===== src/rtl/mem_arb_pkg.sv =====
// Shared types and helpers for the fetch/data memory port arbiter.
package mem_arb_pkg;

  typedef enum logic [1:0] {
    ARB_IDLE  = 2'd0,
    ARB_FETCH = 2'd1,
    ARB_DATA  = 2'd2
  } arb_state_t;

  localparam int MIN_STREAK_W = 1;

  // Bits needed to count 0..max_streak inclusive.
  function automatic int streak_width(input int max_streak);
    int w;
    w = $clog2(max_streak + 1);
    return (w < MIN_STREAK_W) ? MIN_STREAK_W : w;
  endfunction

endpackage


===== src/rtl/starve_counter.sv =====
// Saturating count of consecutive data grants made while fetch is requesting.
module starve_counter
  import mem_arb_pkg::*;
#(
  parameter int MAX_DATA_STREAK = 4
) (
  input  logic clk,
  input  logic reset,
  input  logic inc,
  input  logic clr,
  output logic at_max
);

  localparam int W = streak_width(MAX_DATA_STREAK);
  localparam logic [W-1:0] MAX_CNT = W'(MAX_DATA_STREAK);

  logic [W-1:0] count;

  // Clear wins over increment; the count holds once it reaches the limit.
  always_ff @(posedge clk) begin
    if (reset) begin
      count <= '0;
    end else if (clr) begin
      count <= '0;
    end else if (inc && (count != MAX_CNT)) begin
      count <= count + W'(1);
    end
  end

  assign at_max = (count == MAX_CNT);

endmodule


===== src/rtl/mem_port_arbiter.sv =====
// Arbitrates one single-ported, variable-latency memory between the fetch
// port and the data port; data wins unless fetch has been starved too long.
//
//   state     | meaning
//   ARB_IDLE  | no access outstanding, grant may be issued this cycle
//   ARB_FETCH | fetch access in flight, waiting for mem_ack
//   ARB_DATA  | data access in flight, waiting for mem_ack
module mem_port_arbiter
  import mem_arb_pkg::*;
#(
  parameter int DATA_W          = 32,
  parameter int MAX_DATA_STREAK = 4
) (
  input  logic              clk,
  input  logic              reset,
  input  logic              if_req,
  input  logic [DATA_W-1:0] if_addr,
  output logic [DATA_W-1:0] if_rdata,
  output logic              if_done,
  input  logic              dm_req,
  input  logic              dm_we,
  input  logic [DATA_W-1:0] dm_addr,
  input  logic [DATA_W-1:0] dm_wdata,
  output logic [DATA_W-1:0] dm_rdata,
  output logic              dm_done,
  output logic              stall_f,
  output logic              stall_m,
  output logic              mem_req,
  output logic              mem_we,
  output logic [DATA_W-1:0] mem_addr,
  output logic [DATA_W-1:0] mem_wdata,
  input  logic [DATA_W-1:0] mem_rdata,
  input  logic              mem_ack
);

  arb_state_t state;

  logic if_elig;
  logic dm_elig;
  logic grant_data;
  logic grant_fetch;
  logic streak_inc;
  logic streak_clr;
  logic at_max;

  assign stall_f = if_req & ~if_done;
  assign stall_m = dm_req & ~dm_done;

  // A port in its done cycle still holds req; mask it so it is not re-granted.
  assign if_elig = if_req & ~if_done;
  assign dm_elig = dm_req & ~dm_done;

  assign grant_data  = (state == ARB_IDLE) & dm_elig & ~(if_elig & at_max);
  assign grant_fetch = (state == ARB_IDLE) & if_elig & ~grant_data;

  assign streak_inc = grant_data & if_req;
  assign streak_clr = grant_fetch | (grant_data & ~if_req);

  starve_counter #(
    .MAX_DATA_STREAK(MAX_DATA_STREAK)
  ) u_starve (
    .clk   (clk),
    .reset (reset),
    .inc   (streak_inc),
    .clr   (streak_clr),
    .at_max(at_max)
  );

  always_ff @(posedge clk) begin
    if (reset) begin
      state     <= ARB_IDLE;
      mem_req   <= 1'b0;
      mem_we    <= 1'b0;
      mem_addr  <= '0;
      mem_wdata <= '0;
      if_rdata  <= '0;
      dm_rdata  <= '0;
      if_done   <= 1'b0;
      dm_done   <= 1'b0;
    end else begin
      if_done <= 1'b0;
      dm_done <= 1'b0;
      case (state)
        ARB_IDLE: begin
          if (grant_data) begin
            state     <= ARB_DATA;
            mem_req   <= 1'b1;
            mem_we    <= dm_we;
            mem_addr  <= dm_addr;
            mem_wdata <= dm_wdata;
          end else if (grant_fetch) begin
            state    <= ARB_FETCH;
            mem_req  <= 1'b1;
            mem_we   <= 1'b0;
            mem_addr <= if_addr;
          end
        end
        ARB_FETCH: begin
          if (mem_ack) begin
            state    <= ARB_IDLE;
            mem_req  <= 1'b0;
            if_rdata <= mem_rdata;
            if_done  <= 1'b1;
          end
        end
        ARB_DATA: begin
          if (mem_ack) begin
            state   <= ARB_IDLE;
            mem_req <= 1'b0;
            // Stores leave the last load value visible on dm_rdata.
            if (!mem_we) begin
              dm_rdata <= mem_rdata;
            end
            dm_done <= 1'b1;
          end
        end
        default: begin
          state   <= ARB_IDLE;
          mem_req <= 1'b0;
        end
      endcase
    end
  end

endmodule

===== config.mk =====
export PLATFORM = sky130hd
export DESIGN_NAME = mem_port_arbiter
export DESIGN_NICKNAME = d
export VERILOG_FILES = /design/src/rtl/mem_arb_pkg.sv /design/src/rtl/starve_counter.sv /design/src/rtl/mem_port_arbiter.sv
export SDC_FILE = /design/constraint.sdc
export NUM_CORES = 1
export LEC_CHECK = 0
export BUFFER_PORTS_ARGS = -buffer_cell sky130_fd_sc_hd__clkbuf_2
export CAP_MARGIN = 25
export CORE_MARGIN = 5
export CORE_UTILIZATION = 50
export CTS_BUF_LIST = sky130_fd_sc_hd__clkbuf_4
export CTS_CLUSTER_DIAMETER = 80
export DETAILED_ROUTE_END_ITERATION = 12
export HOLD_SLACK_MARGIN = 0.12
export PLACE_DENSITY = 0.9
export SLEW_MARGIN = 20
export SYNTH_ARGS = -nofsm -noshare
export SYNTH_HDL_FRONTEND = slang
export SYNTH_HIERARCHICAL = 1
export SYNTH_SLANG_ARGS = --single-unit

===== constraint.sdc =====
create_clock -name clk -period 5.8 [get_ports clk]
set_clock_uncertainty 0.2 [all_clocks]
set_input_delay 1.16 -clock clk [delete_from_list [all_inputs] [get_ports clk]]
set_output_delay 1.16 -clock clk [all_outputs]
set_load 0.01 [all_outputs]

# [After elaboration in Yosys (flattened, before gate mapping)]
# Cells that the tools add are included.
[word_totals] register_bits=137 latchBits=0 ram_bits=0 mem_bits_ro=0 in_bits=134 output_inout_bits=134 wordCells=60 memories=0
[op_classes] add_sub_neg=1 multipliers=0 div_mod_pow=0 n_lt_le_gt_ge=0 n_eq_ne=6 n_shift=0 n_mux=13 n_bitwise=18 reduce_logical=12
[ops] op="two-way mux 32 bit" n=2
[ops] op="bitwise AND 1 bit" n=9
[ops] op="inverter 1 bit" n=8
[ops] op="AND reduction 2 bit" n=4
[ops] op="OR reduction 2 bit" n=4
[ops] op="two-way mux 1 bit" n=6
[ops] op="two-way mux 2 bit" n=3
[ops] op="inequality test 3 bit (second input constant)" n=2
[ops] op="case mux 2 bit (2 select lines)" n=1
[ops] op="adder 3 x 1 -> 3 bit (second input constant)" n=1
[ops] op="equality test 3 bit (second input constant)" n=1
[ops] op="AND reduction 3 bit" n=1
[ops] op="equality test 2 x 1 -> 1 bit (second input constant)" n=1
[ops] op="equality test 2 bit (second input constant)" n=1
[ops] op="zero test 2 bit" n=1
[ops] op="inequality test 2 x 1 -> 1 bit (second input constant)" n=1
[ops] op="case mux 1 bit (2 select lines)" n=1
[ops] op="nonzero test 2 bit" n=1
[ops] op="logical AND 1 bit" n=1
[ops] op="OR 1 bit" n=1

# [Depth between registers and ports, before layout]
# Gate-level depths: netlist of the first run.
[depth] word_depth=10 depth_mapped=10 depth_no_buf=9

# [Cells and area by module]
# The synthesis of the first run kept the hierarchy.
[modules_own_cells] mod="mem_port_arbiter" n_inst=1 cells_per_inst=601 area_per_inst_um2=5041.1
[modules_own_cells] mod="starve_counter" n_inst=1 cells_per_inst=18 area_per_inst_um2=187.7

# [Worst setup path after synthesis of the first run]
# Ideal clock, no wire load.
[synth_timing] path_type="input to output" startpoint="input dm_req" endpoint="output stall_m" arrival_ps=1353 setup_slack_ps=3087 stages=1 n_path_buf=0 path_cell_list="nor2b_4"
[synth_between] elab_chain_len=1
[synth_rtl] item="start, declared" line="mem_port_arbiter.sv:20" text="input logic dm_req,"
[synth_rtl] item="bitwise AND 1 bit" line="mem_port_arbiter.sv:47" text="assign stall_m = dm_req & ~dm_done;"
[synth_rtl] item="end, declared" line="mem_port_arbiter.sv:27" text="output logic stall_m,"
# No other way between the ends.

# [Worst setup path in the final report of the first run]
# Same ends and word-level chain as after synthesis.

==> results of run 1 <==
[Yosys cell counts (2+ instances only)]
cell type	count
a211oi_1	32
a21oi_1	99
and2_1	3
buf_2	7
buf_4	6
buf_6	2
clkbuf_1	32
dfxtp_1	137
ha_1	5
inv_1	4
mux2_1	2
mux2i_1	32
nand2_1	194
nor2_1	41
nor3b_1	3
o21a_1	2
o21ai_0	2
[sequential cells by signal, indices dropped and copies added, names as in the netlist]
register and cells:
dm_done 1, dm_rdata 32, if_done 1, if_rdata 32, mem_addr 32, mem_req 1
mem_wdata 32, mem_we 1, state 2, u_starve/count 3
[worst min-delay path, stage by stage (launching register included)]
cell     delay, ns
dfxtp_1       0.33
nand2_1       0.05
a21oi_1       0.05
[layout make-up]
cell class | count | share of cell area, %
flip-flops and latches | 137 | 39.9
multi-input cells | 431 | 33.0
well taps | 136 | 2.48
diodes | 1 | 0.0364
inverters | 4 | 0.219
repair buffers | 270 | 19.8
clock buffers | 17 | 1.86
clock inverters | 14 | 2.62
[routing by layer]
layer	GRT usage (%)	vias to the layer above	wire, um
met4	11.1	0	534
met1	27.5	2302	6070
met5	0	-	0
li1	-	2553	-
met2	38.7	180	7550
met3	8.03	38	1160
[path summary, 6_finish.rpt]
kind	start	end	slack, ns	depth (start not counted)
worst min register to register	if_rdata[23]	if_rdata[23]	0.26	2
worst max register to register	u_starve/count[0]	state[1]	3.14	7
worst min-delay path	if_rdata[23]	if_rdata[23]	0.26	2
worst max-delay path	dm_req	stall_m	2.79	3
[logic make-up after synthesis]
| logic type | synth area share (%) |
|---|---|
| adder cells (fa/ha/maj) | 1.20 |
| AO/OA/AOI/OAI | 15.3 |
| buffers and inverters | 4.55 |
| AND/OR/NAND/NOR | 20.0 |
| multiplexers | 6.56 |
| flip-flops | 52.5 |
[power by group through the flow]
stage	Clock (W)	Sequential, W	Combinational [W]
after floorplan	0	0.00117	0.000319
after global placement	0	0.00112	0.000562
after detailed placement	0	0.00112	0.000572
after CTS	0.000693	0.00110	0.000576
after global routing	0.000738	0.00112	0.000631
final	0.000676	0.00110	0.000571
[stage by stage]
stage	worst slack, ns	std cells	hold WS, ns	utilization (%)	power, W
detailed placement	2.60	978	0.246	63.7	0.00170
finish	2.79	1010	0.260	66.8	0.00235
floorplan	3.09	619	0.281	-	0.00149
global route	2.74	1010	0.277	66.8	0.00249
CTS	2.80	1009	0.261	66.7	0.00237
global placement	2.57	978	0.241	63.7	0.00168
==> summary.txt, run 1 <==
Clocking
  – Clock Sinks: 137
  – Root buf cell: clkbuf_4
  – Clock transition at path regs: 0.12 ns
  – CTS tree: done
  – CTS Buffer Depth: 2
  – Clock latency on the worst-skew pair: 0.51 ns
  – Hold_buf cts: 0
  – CTS resizes: 0
  – Postcts setup bufs: 0
  – CTS buffer count: 17
  – H-Tree Depth: 4

Synthesis
  – Post-synth EDFFs: 0
  – Mapped cell area: 5230 um2
  – Main synth FF type: dfxtp_1
  – #FFs+latches synth: 137
  – Area leader, netlist: dfxtp_1
  – Distinct cell type count after synthesis: 33
  – Syn avg cell area: 8.45 um2
  – Ys async rst share: 0%
  – Post-synth top area share: 52.5%
  – Post-Synthesis Cells: 619
  – Largest cells by area after synthesis: dfxtp_1, nand2_1, a21oi_1
  – Seq/Total Area, Yosys: 52.5%
  – Mapped Nets: 758
  – YS warnings: 6

Critical path
  – Cell mode on critical path: clkbuf_2
  – Req. time, crit path: 4.44 ns
  – CP max-delay cell: nor2b_4
  – Type of origin of the critical path: input port
  – Worst EP arrival: 1.65 ns
  – Crit-path max FO: 6
  – CP endpoint kind: output pin
  – WP buf/inv: 2
  – Worst path top cell family by delay: buffers and inverters
  – CP Cell Sequence: clkbuf_2 -> nor2b_4 -> clkbuf_2
  – Crit Path Class: input port to output pin
  – Crit-path max cell delay: 0.24 ns

Floorplanning
  – Die Span X: 112 um
  – # IOs: 268
  – DIE AREA: 12,600 um2
  – Initial core utilization: 50.9%
  – Die Ht: 112 um
  – FP Rows: 37
  – Core Region: 10,300 um2

STA
  – Final setup violation count: 0
  – Worst rel slew slack: 37.2%
  – Final period util: 51.9%
  – Setup_tns: 0 ns
  – Pins over their slew limit: 0
  – Maximum clock rate: 332 MHz
  – RSZ-0062 raised after global routing: no
  – Hold Vio Cnt, Final: 0
  – Min Tclk post-route: 3.01 ns
  – Worst-Margin Slew: 0.942 ns

Finish
  – Commonest non-fill, non-tap cell in the layout: clkbuf_2
  – Fill count: 888
  – Final #Nets: 1,000
  – Layout cells sized above 1: 35.4%
  – Area growth syn-to-layout: 31.3%
  – FF/Latch Area: 2740 um2
  – Commonest cells after routing, fill and taps aside: clkbuf_2, nand2_1, dfxtp_1
  – Post-route cell area: 6870 um2
  – Multi-input logic area: 2270 um2

Run
  – Max Cap Viol: 0

Place
  – Gp weighted congestion: 0.845
  – DP HPWL: 11.2 mm
  – Cell Area, Placed: 6550 um2
  – IO buf count: 267

Power and ir drop
  – Clock group share of total power: 28.8%
  – Pwr Density: 342 nW/um2
  – Internal power: 0.00161 W
  – Switch share: 31.6%
  – Flop pwr share: 47.0%
  – VDD IR max: 0.000173 V
  – Gate power share: 24.3%
  – Net Sw Power: 0.000743 W
  – Leak pwr: 3.24 nW

Detailed routing
  – Final ANT Viol Nets: 0
  – Iteration-0 DRC Markers: 380
  – Via count: 5,073
  – DRC viols: 0
  – Wirelength per Cell: 15.2 um
  – Drt first pass iters: 5
  – Vias per std cell: 5.02
  – Drt total wl: 15.3 mm

Global route
  – First-pass GRT wire length: 24.1 mm
  – Vias in the first global route: 4,865
  – GRT overflow: 0
  – Initial antenna violation count: 1
  – Largest net degree at the start of global routing: 72
  – Gr usage total: 23.5%

Worst hold path
  – Worst min-delay path class: register to register

Outcome
  – Outcome: completed
(Power assumes the default switching activity.)
==> run 2, diff against run 1 <==
--- a/config.mk
+++ b/config.mk
@@ -5,15 +5,16 @@
 export SDC_FILE = /design/constraint.sdc
 export NUM_CORES = 1
 export LEC_CHECK = 0
+export ABC_AREA = 1
 export BUFFER_PORTS_ARGS = -buffer_cell sky130_fd_sc_hd__clkbuf_2
 export CAP_MARGIN = 25
 export CORE_MARGIN = 5
-export CORE_UTILIZATION = 50
+export CORE_UTILIZATION = 47
 export CTS_BUF_LIST = sky130_fd_sc_hd__clkbuf_4
 export CTS_CLUSTER_DIAMETER = 80
 export DETAILED_ROUTE_END_ITERATION = 12
 export HOLD_SLACK_MARGIN = 0.12
-export PLACE_DENSITY = 0.9
+export PLACE_DENSITY = 0.85
 export SLEW_MARGIN = 20
 export SYNTH_ARGS = -nofsm -noshare
 export SYNTH_HDL_FRONTEND = slang
==> constraint.sdc (replaced) <==
create_clock -name clk -period 2.91 [get_ports clk]
set_clock_uncertainty 0.2 [all_clocks]
set_input_delay 0.582 -clock clk [delete_from_list [all_inputs] [get_ports clk]]
set_output_delay 0.582 -clock clk [all_outputs]
set_load 0.01 [all_outputs]
==> summary.txt, run 2 <==
Detailed routing
  – Drt first pass iters: 5 (unchanged)
  – Final ANT Viol Nets: 0 (unchanged)
  – Via count: 6,343 (+25%)
  – DRC viols: 0 (unchanged)
  – Vias per std cell: 5.11 (+1.7%)
  – Drt total wl: 20.2 mm (+32%)
  – Wirelength per Cell: 16.3 um (+7.3%)
  – Iteration-0 DRC Markers: 814 (+110%)

STA
  – Worst rel slew slack: 59.8% (+23 points)
  – Worst-Margin Slew: 0.603 ns (-0.340 ns)
  – Hold Vio Cnt, Final: 0 (unchanged)
  – Final WS setup: 0.242 ns (-2.55 ns)
  – RSZ-0062 raised after global routing: no
  – Final setup violation count: 0 (unchanged)
  – Final period util: 91.7%
  – Setup_tns: 0 ns (unchanged)
  – Pins over their slew limit: 0 (unchanged)
  – Maximum clock rate: 375 MHz
  – Hold WS: 0.173 ns (-0.0872 ns)
  – Min Tclk post-route: 2.67 ns

Synthesis
  – Mapped Nets: 874 (+15%)
  – Area leader, netlist: dfxtp_1
  – Count leader, synth: nor2_1
  – Post-synth EDFFs: 0 (unchanged)
  – Seq/Total Area, Yosys: 51.8% (-0.68 points)
  – Post-synth top area share: 51.8% (-0.68 points)
  – Ys async rst share: 0% (unchanged)
  – Largest cells by area after synthesis: dfxtp_1, nor2_1, o21ai_0
  – Syn avg cell area: 7.21 um2 (-15%)
  – Distinct cell type count after synthesis: 17 (-48%)
  – #FFs+latches synth: 137 (unchanged)
  – Main synth FF type: dfxtp_1
  – Top post-synthesis cells by count: nor2_1, dfxtp_1, o21ai_0, nand2_1, inv_1
  – Post-Synthesis Cells: 735 (+19%)
  – Mapped cell area: 5300 um2 (+1.3%)
  – YS warnings: 6 (unchanged)

Clocking
  – Root buf cell: clkbuf_4
  – CTS resizes: 0 (unchanged)
  – Clock Sinks: 137 (unchanged)
  – CTS tree: done
  – CTS buffer count: 17 (unchanged)
  – Clock transition at path regs: 0.13 ns (about the same)
  – Hold_buf cts: 102 (+102)
  – H-Tree Depth: 4 (unchanged)
  – Clock latency on the worst-skew pair: 0.52 ns (about the same)
  – Postcts setup bufs: 0 (unchanged)
  – CTS Buffer Depth: 2 (unchanged)

Place
  – Placement Setup Slack: 0.885 ns (-1.71 ns)
  – DP HPWL: 11.7 mm (+3.7%)
  – IO buf count: 267 (unchanged)
  – Gp weighted congestion: 0.808 (-4.4%)

Finish
  – Layout cells sized above 1: 28.7% (-6.7 points)
  – Fin util: 74.1% (+7.3 points)
  – Fill count: 751 (-15%)
  – Final #Nets: 1,228 (+23%)
  – Commonest non-fill, non-tap cell in the layout: clkbuf_2
  – Commonest cells after routing, fill and taps aside: clkbuf_2, nor2_1, dfxtp_1
  – Area growth syn-to-layout: 52.9%

Global route
  – Initial antenna violation count: 1 (unchanged)
  – Met1 usage: 31.5% (+4.0 points)
  – Largest net degree at the start of global routing: 65 (-9.7%)
  – Gr usage total: 29.5% (+6.0 points)
  – GRT met3 Usage: 9.38% (+1.3 points)
  – GRT busiest layer: met2
  – Global routing usage on met2: 51.1% (+12 points)
  – GRT overflow: 0 (unchanged)
  – Vias in the first global route: 6,359 (+31%)
  – First-pass GRT wire length: 31.2 mm (+29%)

Power and ir drop
  – Gate power share: 28.9% (+4.6 points)
  – Switch share: 34.0% (+2.4 points)
  – Net Sw Power: 0.00183 W (+150%)
  – Pwr Density: 663 nW/um2 (+94%)
  – Leak pwr: 4.06 nW (+25%)
  – Flop pwr share: 42.8% (-4.2 points)
  – VDD IR max: 0.000392 V (+130%)
  – Internal power: 0.00355 W (+120%)
  – Clock group share of total power: 28.3% (-0.5 points)

Critical path
  – Number of cells on the critical path: 10 (+7)
  – Crit-path max cell delay: 0.58 ns (+0.34 ns)
  – Crit Path Class: register to register
  – Worst EP arrival: 2.92 ns (+1.27 ns)
  – Worst r2r path cells: 10 (+3)
  – Crit-path max FO: 64 (+58)
  – Reg-to-reg endpoint: mem_addr[1]
  – R2r setup slk: 0.24 ns (-2.90 ns)
  – CP Cell Sequence: inv_1 -> ha_1 -> nand2_2 -> inv_1 -> nand3_1 -> nand2_2 -> buf_4 -> o21ai_0 -> a21oi_1 -> dlygate4sd3_1
  – Req. time, crit path: 3.16 ns (-1.28 ns)
  – CP max-delay cell: dlygate4sd3_1
  – Type of origin of the critical path: register
  – WP buf/inv: 4 (+2)
  – Worst Setup SP: u_starve/count[1]
  – Worst path top cell family by delay: buffers and inverters
  – Worst reg2reg path startpoint: u_starve/count[1]
  – Critical Path Sink: mem_addr[1]
  – CP endpoint kind: register

Run
  – Max Cap Viol: 0 (unchanged)

Worst hold path
  – Worst min-delay path class: input port to register

Floorplanning
  – FP Rows: 38 (+2.7%)
  – Die Span X: 116 um (+3.5%)
  – DIE AREA: 13,500 um2 (+7.1%)
  – Core Region: 10,900 um2 (+6.4%)
  – Initial core utilization: 48.4% (-2.4 points)
  – # IOs: 268 (unchanged)
  – Die Ht: 116 um (+3.5%)

Outcome
  – Outcome: completed
## run 2: cell types whose count changed after synthesis, sizes merged, moves of 3 or more
cell / before / now
inv: 4 / 52
and2: 3 / 0
nand2: 194 / 118
o21ai: 2 / 128
nor2: 41 / 206
a211oi: 33 / 0
nor3b: 3 / 0
a21oi: 99 / 37
mux2i: 32 / 0
nand3: 1 / 6
## run 2: worst min path at each step
stage                      from      endpoint  cells past startpoint
finish              if_addr[23]  mem_addr[23]                      3
global route        if_addr[17]  mem_addr[17]                      3
CTS                 if_addr[18]  mem_addr[18]                      3
detailed placement      mem_req       mem_req                      2
global placement        mem_req       mem_req                      2
floorplan              state[0]      state[0]                      2
## run 2: metrics by stage
stage                     std cells  area, um2  total power [W]
after floorplan                 735       5300          0.00314
after global placement         1107       6710          0.00365
after detailed placement       1107       6710          0.00368
after CTS                      1240       8090          0.00530
after global routing           1242       8100          0.00567
final                          1242       8100          0.00538
## run 2: per-layer routing
metal / routed length, um / share of wire [%]
met1: 7090 / 35
met2: 9860 / 49
met3: 2200 / 11
met4: 1080 / 5.3
met5: 0 / 0
## run 2: power groups by stage
stage	combinational [W]	sequential (W)	clock, W
finish	0.00155	0.00230	0.00152
global route	0.00172	0.00233	0.00163
CTS	0.00149	0.00228	0.00154
detailed placement	0.00135	0.00232	0
global placement	0.00133	0.00232	0
floorplan	0.000696	0.00244	0
## run 2: logic make-up (layout without fill, tap and decap cells)
group / count (synthesis) / after routing / share of synthesized area, %
AO/OA/AOI/OAI: 165 / 165 / 15.6
flip-flops: 137 / 137 / 51.8
buffers and inverters: 98 / 464 / 7.79
other: 0 / 1 / 0
adder cells (fa/ha/maj): 5 / 5 / 1.18
AND/OR/NAND/NOR: 330 / 330 / 23.7
## run 2: final cells by class
class                   count  area (um2)  share of cell area, %
diodes                      1        2.50                 0.0309
clock buffers              18         135                   1.67
flip-flops and latches    137        2740                   33.9
clock inverters            13         219                   2.70
multi-input cells         500        2140                   26.5
inverters                  52         195                   2.41
well taps                 140         175                   2.16
repair buffers            381        2490                   30.7
## run 2: worst reg2reg max path, stage by stage (launching register included)
cell,delay (ns)
dfxtp_1,0.35
inv_1,0.06
ha_1,0.17
nand2_2,0.09
inv_1,0.06
nand3_1,0.09
nand2_2,0.11
buf_4,0.46
o21ai_0,0.25
a21oi_1,0.18
dlygate4sd3_1,0.58
